==> src/rtl/bcd_display_converter_pkg.sv <==
// Shared definitions for the binary-to-BCD display converter.
//   - state_t        : FSM state encoding (IDLE/LOAD/SHIFT/DONE)
//   - BCD_ADJ_THRESH : digit value at or above which double-dabble adds 3
//   - BCD_ADJ_ADD    : correction added to a digit before each shift
//   - bcd_adjust()   : single-digit double-dabble correction
package bcd_display_converter_pkg;

    typedef enum logic [1:0] {
        S_IDLE  = 2'd0,
        S_LOAD  = 2'd1,
        S_SHIFT = 2'd2,
        S_DONE  = 2'd3
    } state_t;

    localparam logic [3:0] BCD_ADJ_THRESH = 4'd5;
    localparam logic [3:0] BCD_ADJ_ADD    = 4'd3;

    // A digit of 5..9 would overflow past 9 when doubled; pre-adding 3
    // makes the carry land in the next digit after the shift.
    function automatic logic [3:0] bcd_adjust(input logic [3:0] digit);
        logic [3:0] result;
        if (digit >= BCD_ADJ_THRESH) begin
            result = digit + BCD_ADJ_ADD;
        end else begin
            result = digit;
        end
        return result;
    endfunction

endpackage

==> src/rtl/bcd_display_converter_add3_digit.sv <==
// One BCD digit of the double-dabble correction stage (purely combinational).
// Ports:
//   digit_in  [3:0] : current scratch digit
//   digit_out [3:0] : digit_in + 3 when digit_in >= 5, otherwise digit_in
module bcd_add3_digit
    import bcd_display_converter_pkg::*;
(
    input  logic [3:0] digit_in,
    output logic [3:0] digit_out
);

    // Correction applied before the shift
    always_comb begin
        digit_out = bcd_adjust(digit_in);
    end

endmodule

==> src/rtl/bcd_display_converter.sv <==
// Iterative binary-to-BCD converter for the seven-segment display path.
// Converts one input bit per clock (double-dabble) and holds the last
// result on bcd_out/neg until a new conversion completes.
// Ports:
//   ssdclk      : display-domain clock, rising edge
//   rst         : asynchronous active-low reset
//   start       : conversion request, honoured only when idle
//   bin_in      : value to convert
//   signed_mode : 1 = bin_in is two's complement
//   bcd_out     : packed BCD result, digit 0 in [3:0]
//   neg         : result is negative
//   busy        : conversion in progress (LOAD and SHIFT)
//   valid       : one-cycle pulse when bcd_out/neg update
module bcd_display_converter
    import bcd_display_converter_pkg::*;
#(
    parameter int IN_WIDTH  = 13,
    parameter int DIGITS    = 4,
    parameter int AUTO_MODE = 1
) (
    input  logic                  ssdclk,
    input  logic                  rst,
    input  logic                  start,
    input  logic [IN_WIDTH-1:0]   bin_in,
    input  logic                  signed_mode,
    output logic [4*DIGITS-1:0]   bcd_out,
    output logic                  neg,
    output logic                  busy,
    output logic                  valid
);

    localparam int BCD_W = 4 * DIGITS;
    localparam int CNT_W = $clog2(IN_WIDTH + 1);
    localparam logic [CNT_W-1:0] CNT_INIT = CNT_W'(IN_WIDTH);
    localparam logic [CNT_W-1:0] CNT_LAST = CNT_W'(1);
    localparam logic [CNT_W-1:0] CNT_STEP = CNT_W'(1);
    localparam logic [IN_WIDTH-1:0] ONE_IN = IN_WIDTH'(1);
    localparam logic AUTO_EN = (AUTO_MODE != 0);

    state_t                    state_r;
    state_t                    next_state_s;
    logic [CNT_W-1:0]          cnt_r;
    logic [IN_WIDTH-1:0]       last_in_r;
    logic                      last_mode_r;
    logic [IN_WIDTH-1:0]       mag_r;
    logic [BCD_W-1:0]          scratch_r;
    logic                      pending_neg_r;
    logic [BCD_W-1:0]          bcd_out_r;
    logic                      neg_r;
    logic                      busy_r;
    logic                      valid_r;

    logic [BCD_W-1:0]          adj_s;
    logic [BCD_W+IN_WIDTH-1:0] shift_s;
    logic                      trigger_s;
    logic                      load_neg_s;
    logic [IN_WIDTH-1:0]       load_mag_s;

    assign bcd_out = bcd_out_r;
    assign neg     = neg_r;
    assign busy    = busy_r;
    assign valid   = valid_r;

    for (genvar g = 0; g < DIGITS; g++) begin : g_adj
        bcd_add3_digit u_add3 (
            .digit_in  (scratch_r[4*g +: 4]),
            .digit_out (adj_s[4*g +: 4])
        );
    end

    // Conversion trigger, sign/magnitude split and the shift step
    always_comb begin
        trigger_s  = start | (AUTO_EN & ((bin_in != last_in_r) |
                                         (signed_mode != last_mode_r)));
        // The most negative input negates to 2^(IN_WIDTH-1), which still
        // fits as an unsigned magnitude, so no overflow handling is needed.
        load_neg_s = last_mode_r & last_in_r[IN_WIDTH-1];
        if (load_neg_s) begin
            load_mag_s = ~last_in_r + ONE_IN;
        end else begin
            load_mag_s = last_in_r;
        end
        shift_s = {adj_s, mag_r} << 1;
    end

    // Next-state logic
    always_comb begin
        next_state_s = state_r;
        case (state_r)
            S_IDLE: begin
                if (trigger_s) begin
                    next_state_s = S_LOAD;
                end else begin
                    next_state_s = S_IDLE;
                end
            end
            S_LOAD: next_state_s = S_SHIFT;
            S_SHIFT: begin
                if (cnt_r == CNT_LAST) begin
                    next_state_s = S_DONE;
                end else begin
                    next_state_s = S_SHIFT;
                end
            end
            S_DONE:  next_state_s = S_IDLE;
            default: next_state_s = S_IDLE;
        endcase
    end

    // State register plus registered busy/valid strobes
    always_ff @(posedge ssdclk or negedge rst) begin
        if (!rst) begin
            state_r <= S_IDLE;
            busy_r  <= 1'b0;
            valid_r <= 1'b0;
        end else begin
            state_r <= next_state_s;
            busy_r  <= (next_state_s == S_LOAD) || (next_state_s == S_SHIFT);
            valid_r <= (state_r == S_DONE);
        end
    end

    // Datapath: input capture, double-dabble iteration, result hold
    always_ff @(posedge ssdclk or negedge rst) begin
        if (!rst) begin
            cnt_r         <= '0;
            last_in_r     <= '0;
            last_mode_r   <= 1'b0;
            mag_r         <= '0;
            scratch_r     <= '0;
            pending_neg_r <= 1'b0;
            bcd_out_r     <= '0;
            neg_r         <= 1'b0;
        end else begin
            case (state_r)
                S_IDLE: begin
                    if (trigger_s) begin
                        last_in_r   <= bin_in;
                        last_mode_r <= signed_mode;
                    end
                end
                S_LOAD: begin
                    mag_r         <= load_mag_s;
                    pending_neg_r <= load_neg_s;
                    scratch_r     <= '0;
                    cnt_r         <= CNT_INIT;
                end
                S_SHIFT: begin
                    scratch_r <= shift_s[BCD_W+IN_WIDTH-1:IN_WIDTH];
                    mag_r     <= shift_s[IN_WIDTH-1:0];
                    cnt_r     <= cnt_r - CNT_STEP;
                end
                S_DONE: begin
                    bcd_out_r <= scratch_r;
                    neg_r     <= pending_neg_r;
                end
                default: begin
                    cnt_r <= '0;
                end
            endcase
        end
    end

endmodule
==> config.mk <==
export PLATFORM = sky130hd
export DESIGN_NAME = bcd_display_converter
export DESIGN_NICKNAME = d
export VERILOG_FILES = /design/src/rtl/bcd_display_converter_pkg.sv /design/src/rtl/bcd_display_converter_add3_digit.sv /design/src/rtl/bcd_display_converter.sv
export SDC_FILE = /design/constraint.sdc
export NUM_CORES = 1
export LEC_CHECK = 0
export ABC_AREA = 1
export CAP_MARGIN = 10
export CORE_UTILIZATION = 55
export DETAILED_ROUTE_END_ITERATION = 8
export PLACE_DENSITY = 0.77
export SLEW_MARGIN = 20
export SYNTH_ARGS = -nofsm -noshare
export SYNTH_HDL_FRONTEND = slang
export SYNTH_HIERARCHICAL = 1
export SYNTH_SLANG_ARGS = --single-unit
==> constraint.sdc <==
create_clock -name ssdclk -period 2 [get_ports ssdclk]
set_input_delay 0.4 -clock ssdclk [delete_from_list [all_inputs] [get_ports ssdclk]]
set_output_delay 0.4 -clock ssdclk [all_outputs]
set_load 0.05 [all_outputs]
==> run summary <==
Leakage Power: 2.136 nW
Delay-heaviest family, CP: buffers and inverters
HPWL Detailed: 5630 um
Root cell of the clock tree: clkbuf_8
Synthesized cell area: 3826 sq um
Vias per cell: 5.164
DP Cell Count: 584
Hold/Removal Path Class: primary input to asynchronous set/reset pin
Areal power density over the cells: 1535 nW/um^2
Post-Place Worst Slack: -0.008536 ns
Wire length of the first global-routing pass: 13410 um
Worst Setup Path Type: flip-flop to output pin
Max incr delay on CP: 0.82 ns
Initial Util: 56.63%
Required time of the critical path: 1.60 ns
Final worst slack: 0.07674 ns
Global route overflow: 0
Post-CTS Resized: 0
Slew at the pin with the worst max-slew slack: 0.5765 ns
TritonCTS clock tree: built
DRC violation total after the first TritonRoute iteration: 154
Worst slew margin relative to its limit: 61.56%
Count of mapped cells out of synthesis: 470
Number of clock buffers inserted by TritonCTS: 9
Number of nets in the layout: 548
Tmin final: 1.923 ns
Height of the die: 85.41 um
Worst voltage drop across the vdd grid: 0.0007854 V
Fmax achieved: 0.5200 GHz
Weighted congestion at the end of routability-driven global placement: 0.8365
Pins over their slew limit: 0
Total number of vias: 3083
Worst skew pair latency: 0.35 ns
Setup repair bufs after CTS: 0
DP Area: 4294 sq um
Average instance area after synthesis: 8.141 sq um
Antenna violations before repair: 0
RSZ-0062 raised after global routing: no
Maximum count of clock buffers along a single path: 2
Buffers plus inverters on the worst setup path: 1
Cts-stage hold buffer count: 0
Fin Hold WS: 0.03616 ns
Status: finished clean
Max H-tree Level: 3
Synth-to-Final Area Change: 16.25%
Commonest non-fill, non-tap cell in the layout: nand2_1
FILL cells: 593
Met1 track utilization from global routing: 29.77%
All-layer global routing usage: 23.55%
Number of global-route vias before repair: 3009
R2R depth: 6
Most Crowded Layer GR: met2
Fin cells: 597
Die span in x: 85.41 um
Final ANT Viol Nets: 0
Antenna Cells: 0
Residual DRC: 0
1st-pass router iterations: 4
Nature of the critical path endpoint: output pin
Overall routed net length: 7597 um
Maximum fanout count along the critical path: 2
Clock skew: 0.006597 ns
Largest net degree at the start of global routing: 27
IO Pins: 36
Layout Cell Area excl Fill: 4448 sq um
Most frequent cells in the layout: 132 x nand2_1, 69 x dfrtp_1, 57 x inv_1
Number of buffers inserted by port buffering: 35
Yosys warnings: 6
Data arrival time of the critical path: 1.52 ns
Number of hold violations in the final report: 0
Global-route met3 utilization: 4.086%
Slowest library cell on the worst path: clkdlybuf4s50_1
Post-CTS clock slew at the launch and capture registers of the worst setup and hold paths: 0.07 ns
Ordered cell list for the critical path: clkdlybuf4s50_1
Reg2reg setup slack: 0.36 ns
Met2 Use GR: 39.35%
Number of failing setup endpoints in the final timing report: 0
Clock Sink Count: 69
Row Count: 30
Synth Net Count: 503
Period Utilization, post-route: 96.16%
Overall die area: 7294 sq um
Core Box Area: 6756 sq um
DR WL/cell: 12.73 um
Max capacitance violation total: 0
Share of post-route cells with drive strength above 1: 14.12%
Element type at the critical path start: flip-flop
Logic depth of the worst path, buffers included: 1
-- layout make-up --
cell class | count | area [sq um] | share of cell area, %
clock buffers | 11 | 141.4 | 3.179
well taps | 80 | 100.1 | 2.250
repair buffers | 44 | 437.9 | 9.845
multi-input cells | 324 | 1778 | 39.97
clock inverters | 2 | 12.51 | 0.2813
inverters | 67 | 251.5 | 5.654
flip-flops and latches | 69 | 1727 | 38.82
-- metal layers --
layer  vias up  routed length, um
met5         -                  0
met4         0                204
met3        18                210
met2        52               3657
met1      1430               3524
li1       1583                  -
-- where the power goes --
part	switching, W	leakage [nW]	internal, W
sequential	0.000410	0.880	0.00192
clock	0.000493	0.0771	0.000461
combinational	0.00227	1.18	0.00128
total	0.00317	2.14	0.00365
-- through the flow --
stage                     utilization (%)  power, W  setup TNS (ns)
final                               65.83  0.006829               0
after global routing                65.83  0.007402               0
after CTS                           65.83  0.006878               0
after global placement              63.56  0.005792               0
after detailed placement            63.56  0.005905       -0.008536
after floorplan                         -  0.004920               0
-- path summary, 6_finish.rpt --
check | startpoint | end
worst max register to register | state_r[0] | mag_r[2]
worst min-delay path | rst | bcd_out[11]
min in group ssdclk | mag_r[4] | mag_r[5]
worst max-delay path | bcd_out[14] | bcd_out[14]
worst min register to register | mag_r[4] | mag_r[5]
max in group asynchronous | rst | cnt_r[3]
-- registers in the layout (all words and copies together), names as in the netlist --
register and cells:
state_r 2, last_mode_r 1, valid 1, busy 1, neg 1, last_in_r 13, cnt_r 4, bcd_out 16
mag_r 13, scratch_r 16, pending_neg_r 1
No activity file was read; power rests on OpenSTA's default activity.
